==> src/rtl/mem_port_arbiter.sv <==
// mem_port_arbiter
//   Shares one unified memory port between instruction fetch (IF) and the
//   load/store stage (MEM). One RAM transaction is in flight at a time.
//   MEM wins ties. A streak counter makes sure a waiting fetch gets the port
//   after at most MEM_STREAK_MAX consecutive MEM grants. A branch flush
//   cancels a pending fetch. It also silently drops a fetch that is already
//   in flight: the RAM handshake still completes, but its data is discarded.
//
// Ports
//   clk, rst_n                  clock (rising edge), asynchronous active-low reset
//   if_req_i / if_addr_i        fetch request (level) and pc
//   if_flush_i                  branch taken; cancels pending or in-flight fetch
//   if_ack_o / if_inst_o        one-cycle fetch completion pulse and instruction
//   if_stall_o                  fetch is waiting (combinational)
//   mem_req_i / mem_we_i        load/store request (level), 1 = store
//   mem_be_i / mem_addr_i       byte enables and data address
//   mem_wdata_i                 store data
//   mem_ack_o / mem_rdata_o     one-cycle load/store completion pulse and load data
//   mem_stall_o                 load/store is waiting (combinational)
//   ram_req_o .. ram_wdata_o    RAM request; fields held stable until ram_ack_i
//   ram_ack_i / ram_rdata_i     RAM completion pulse and read data
module mem_port_arbiter #(
    parameter int ADDR_W         = 32,
    parameter int DATA_W         = 32,
    parameter int MEM_STREAK_MAX = 4
) (
    input  logic                  clk,
    input  logic                  rst_n,
    input  logic                  if_req_i,
    input  logic [ADDR_W-1:0]     if_addr_i,
    input  logic                  if_flush_i,
    output logic                  if_ack_o,
    output logic [DATA_W-1:0]     if_inst_o,
    output logic                  if_stall_o,
    input  logic                  mem_req_i,
    input  logic                  mem_we_i,
    input  logic [DATA_W/8-1:0]   mem_be_i,
    input  logic [ADDR_W-1:0]     mem_addr_i,
    input  logic [DATA_W-1:0]     mem_wdata_i,
    output logic                  mem_ack_o,
    output logic [DATA_W-1:0]     mem_rdata_o,
    output logic                  mem_stall_o,
    output logic                  ram_req_o,
    output logic                  ram_we_o,
    output logic [DATA_W/8-1:0]   ram_be_o,
    output logic [ADDR_W-1:0]     ram_addr_o,
    output logic [DATA_W-1:0]     ram_wdata_o,
    input  logic                  ram_ack_i,
    input  logic [DATA_W-1:0]     ram_rdata_i
);

    localparam logic [3:0] STREAK_MAX = 4'(MEM_STREAK_MAX);

    typedef enum logic [1:0] {IDLE, IF_BUSY, MEM_BUSY, IF_DROP} state_t;

    state_t                state_reg;
    logic [3:0]            streak_reg;
    logic                  ram_req_reg;
    logic                  ram_we_reg;
    logic [DATA_W/8-1:0]   ram_be_reg;
    logic [ADDR_W-1:0]     ram_addr_reg;
    logic [DATA_W-1:0]     ram_wdata_reg;
    logic                  if_ack_reg;
    logic [DATA_W-1:0]     if_inst_reg;
    logic                  mem_ack_reg;
    logic [DATA_W-1:0]     mem_rdata_reg;

    // A requester whose ack is pulsing this cycle is still holding req high
    // for the transaction that just finished, so it is not eligible again yet.
    logic       if_elig;
    logic       mem_elig;
    logic       grant_mem;
    logic       grant_if;
    logic [3:0] streak_sat_inc;

    assign if_elig   = if_req_i & ~if_ack_reg & ~if_flush_i;
    assign mem_elig  = mem_req_i & ~mem_ack_reg;
    // MEM wins unless IF has already waited through a full streak.
    assign grant_mem = mem_elig & ~(if_elig & (streak_reg >= STREAK_MAX));
    assign grant_if  = if_elig & ~grant_mem;
    // The streak saturates at the limit. Once IF becomes eligible, the
    // "streak reached" condition is already true and IF wins immediately.
    assign streak_sat_inc = (streak_reg >= STREAK_MAX) ? STREAK_MAX : streak_reg + 4'd1;

    always_ff @(posedge clk or negedge rst_n) begin
        if (!rst_n) begin
            state_reg     <= IDLE;
            streak_reg    <= '0;
            ram_req_reg   <= 1'b0;
            ram_we_reg    <= 1'b0;
            ram_be_reg    <= '0;
            ram_addr_reg  <= '0;
            ram_wdata_reg <= '0;
            if_ack_reg    <= 1'b0;
            if_inst_reg   <= '0;
            mem_ack_reg   <= 1'b0;
            mem_rdata_reg <= '0;
        end else begin
            // Ack outputs are single-cycle pulses.
            if_ack_reg  <= 1'b0;
            mem_ack_reg <= 1'b0;
            case (state_reg)
                IDLE: begin
                    if (grant_mem) begin
                        ram_req_reg   <= 1'b1;
                        ram_we_reg    <= mem_we_i;
                        ram_be_reg    <= mem_be_i;
                        ram_addr_reg  <= mem_addr_i;
                        ram_wdata_reg <= mem_wdata_i;
                        // Only count the streak while a fetch is actually waiting.
                        streak_reg    <= if_req_i ? streak_sat_inc : 4'd0;
                        state_reg     <= MEM_BUSY;
                    end else if (grant_if) begin
                        ram_req_reg   <= 1'b1;
                        ram_we_reg    <= 1'b0;
                        ram_be_reg    <= '1;
                        ram_addr_reg  <= if_addr_i;
                        ram_wdata_reg <= '0;
                        streak_reg    <= 4'd0;
                        state_reg     <= IF_BUSY;
                    end
                end
                IF_BUSY: begin
                    if (ram_ack_i) begin
                        ram_req_reg <= 1'b0;
                        state_reg   <= IDLE;
                        if (!if_flush_i) begin
                            if_inst_reg <= ram_rdata_i;
                            if_ack_reg  <= 1'b1;
                        end
                    end else if (if_flush_i) begin
                        // The RAM handshake cannot be aborted; finish it and discard.
                        state_reg <= IF_DROP;
                    end
                end
                IF_DROP: begin
                    if (ram_ack_i) begin
                        ram_req_reg <= 1'b0;
                        state_reg   <= IDLE;
                    end
                end
                MEM_BUSY: begin
                    if (ram_ack_i) begin
                        ram_req_reg   <= 1'b0;
                        mem_rdata_reg <= ram_rdata_i;
                        mem_ack_reg   <= 1'b1;
                        state_reg     <= IDLE;
                    end
                end
                default: state_reg <= IDLE;
            endcase
        end
    end

    assign ram_req_o   = ram_req_reg;
    assign ram_we_o    = ram_we_reg;
    assign ram_be_o    = ram_be_reg;
    assign ram_addr_o  = ram_addr_reg;
    assign ram_wdata_o = ram_wdata_reg;
    assign if_ack_o    = if_ack_reg;
    assign if_inst_o   = if_inst_reg;
    assign mem_ack_o   = mem_ack_reg;
    assign mem_rdata_o = mem_rdata_reg;

    assign if_stall_o  = if_elig;
    assign mem_stall_o = mem_elig;

endmodule

==> config.mk <==
export PLATFORM = sky130hd
export DESIGN_NAME = mem_port_arbiter
export DESIGN_NICKNAME = d
export VERILOG_FILES = /design/src/rtl/mem_port_arbiter.sv
export SDC_FILE = /design/constraint.sdc
export NUM_CORES = 1
export LEC_CHECK = 0
export BUFFER_PORTS_ARGS = -buffer_cell sky130_fd_sc_hd__buf_2
export CORE_MARGIN = 4
export CORE_UTILIZATION = 41
export CTS_CLUSTER_DIAMETER = 150
export DETAILED_ROUTE_END_ITERATION = 8
export PLACE_DENSITY_LB_ADDON = 0.05
export SLEW_MARGIN = 10
export SYNTH_ARGS = -nofsm -noshare
export SYNTH_HDL_FRONTEND = slang
export SYNTH_SLANG_ARGS = --single-unit
==> constraint.sdc <==
create_clock -name clk -period 1.5 [get_ports clk]
set_input_delay 0.3 -clock clk [delete_from_list [all_inputs] [get_ports clk]]
set_output_delay 0.3 -clock clk [all_outputs]
set_load 0.02 [all_outputs]
==> results_dict.tcl <==
set metrics [dict create \
    ys.warnings.count 0 \
    ys_types 27 \
    crit_slowest_cell "dfrtp_2" \
    synth_ff_type "dfrtp_1" \
    multiInputGateArea_mm2 0.001979 \
    rsz0062_at_grt "yes" \
    reg2regPathDepth 5 \
    routedWlPerCell_um 17.13 \
    timing.fmax_ghz 0.6340 \
    path_cells "nor3b_4 > buf_6 > buf_6" \
    start_util_pct 42.06 \
    worst_ep_required_time_ns 1.20 \
    numClockSinks 142 \
    reg2reg_to "ram_addr_o[10]" \
    row_count 42 \
    dp.cells 909 \
    most-common-layout-cells "buf_2, dfrtp_1, nand2_1" \
    critPathLaunch "if_ack_o" \
    timing.hold.ws_ns 0.09565 \
    synth_edf_count 0 \
    rrSetupSlack_ns -0.05 \
    setup_slack_ns -0.07729 \
    grt_pass1_wl_mm 25.21 \
    crit_end "if_stall_o" \
    fillers 1109 \
    outcome "finished with violations" \
    port_buffers 276 \
    clk_pin_slew_worst_paths_ns 0.06 \
    worstMarginPinSlew_ns 0.3844 \
    violations "negative setup slack" \
    cts.root.buffer_cell "clkbuf_16" \
    irDropWorstVdd_mv 1.271 \
    grt_max_degree 50 \
    worstSetupEndpointType "output pin" \
    cp_slowest_stage_delay_ns 0.42 \
    synth.avg_cell_area_um2 12.08 \
    crit_arrival_ns 1.28 \
    fp.dieW_um 124.8 \
    cpMostUsedCell "buf_6" \
    hpwl_mm 11.29 \
    power_density_mw_per_mm2 2352 \
    fin_cells 957 \
    via_per_inst 4.852 \
    chipHeight_um 124.8 \
    clock_latency_ns 0.41 \
    grt_pass1_vias 4822 \
    fin_crit_ns 1.577 \
    worstReg2RegStart "streak_reg[2]" \
    antenna_left 0 \
    routabilityCongestion 0.8312 \
    cts_tree "built" \
    mostFrequentLayoutCell "buf_2" \
    syn_area_mm2 0.005592 \
    drcViolationCount 0 \
    num_vias 4643 \
    placed_cell_area_mm2 0.007292 \
    grtUsageTotal_pct 20.16 \
    holdCritPathClass "in -> reg" \
    min_period_over_period_pct 105.2 \
    routed_wl_mm 16.40 \
    antenna_found_initial 3 \
    final_max_slew_viol_count 0 \
    yosysSeqAreaShare_pct 63.55 \
    drive_above_1_share_pct 49.49 \
    ys_ff_latch 142 \
    die_area_mm2 0.01557 \
    p_leak_nw 4.428 \
    crit_type "reg -> out" \
    ios 277 \
    setup_viol 49 \
    cts_buffers 17 \
    nets 906 \
    syn2layout_area_growth_pct 49.63 \
    min-delay-start "ram_rdata_i[23]" \
    cp-start-kind "flop" \
    h-tree-depth 4 \
    firstDrtPassIters 4 \
    clockBufferDepth 2 \
    synth_cells 463 \
    overflow 0 \
    finish.instance_area_mm2 0.008367 \
    seqCellArea_mm2 0.003555 \
    maxCapViolations 0 \
    finalClockSkew_ns 0.009496 \
    hold_violations 0 \
    drt_iter0_drc 146 \
    slew_headroom_pct 74.38 \
    async_flop_share_pct 100.0 \
    crit_fanout 3 \
    core_area_mm2 0.01330 \
    synth_nets 603 \
]
-- synth_stat cells (all sizes together), types with 4 or more instances --
library cell,n,area share [%]
a22o,33,5.2
inv,4,0.27
a21oi,36,3.2
nor2,34,2.3
mux2,32,6.4
buf,19,2.6
mux2i,32,5.7
clkbuf,8,0.54
o22a,4,0.63
dfrtp,142,64
nand2,101,6.8
-- worst min path at each step --
stage | to | depth (start not counted) | slack [ns]
2_1_floorplan | if_ack_o | 0 | 0.004
3_3_place_gp | if_inst_o[10] | 1 | 0.23
6_report | mem_rdata_o[23] | 3 | 0.1
4_1_cts | mem_rdata_o[14] | 3 | 0.07
5_1_grt | mem_rdata_o[14] | 3 | 0.08
3_5_place_dp | if_inst_o[10] | 1 | 0.23
-- where the power goes --
group	internal, mW	leakage (nW)	switching, mW
clock	3.08	0.316	1.57
sequential	5.61	1.72	0.936
combinational	3.51	2.40	4.98
-- routing by layer --
layer  GRT usage [%]  up-vias  share of wire (%)
li1                -     2198                  -
met1           23.95     2237                 41
met2           33.49      179                 50
met3           6.561       29                7.0
met4           8.833        0                2.1
met5               0        -                  0
-- cell families after synthesis --
kind of cell | after synthesis | share of synthesized area [%]
buffers and inverters | 31 | 3.401
AO/OA/AOI/OAI | 82 | 10.38
AND/OR/NAND/NOR | 143 | 10.27
adder cells (fa/ha/maj) | 1 | 0.2237
multiplexers | 64 | 12.17
flip-flops | 142 | 63.55
-- area by class of cell --
class | instances | share of cell area, %
Tap cell | 176 | 2.632
Clock buffer | 21 | 5.623
Timing Repair Buffer | 311 | 23.10
Sequential cell | 142 | 42.49
Antenna cell | 3 | 0.08973
Multi-Input combinational cell | 290 | 23.66
Clock inverter | 10 | 2.198
Inverter | 4 | 0.2094
-- per-stage QoR --
step                setup TNS (ns)  total power [mW]  utilization (%)  setup slack, ns
global placement           -0.1381             14.26            54.85        -0.009779
CTS                        -0.6596             19.25            60.18         -0.09751
global route                -5.388             20.86            62.93          -0.1368
finish                     -0.8239             19.68            62.93         -0.07729
detailed placement         -0.8546             14.45            54.85         -0.06657
floorplan                   -11.29             11.48                -          -0.2193
-- timing repair --
item                                   in CTS  in global routing
setup buffers                               1                  4
setup endpoints to repair                  46                106
pin swaps                                   4                  2
endpoints found under the hold margin      33                  0
resized for setup                          11                 41
cloned                                      1                  7
hold buffers                                1                  0
-- worst max-delay path: cells and delay by family, from the launching register on --
family | cells | cell delay, ns
buffers and inverters | 2 | 0.25
DFF | 1 | 0.42
and+or+nand+nor | 1 | 0.20
No activity file was read; power rests on OpenSTA's default activity.
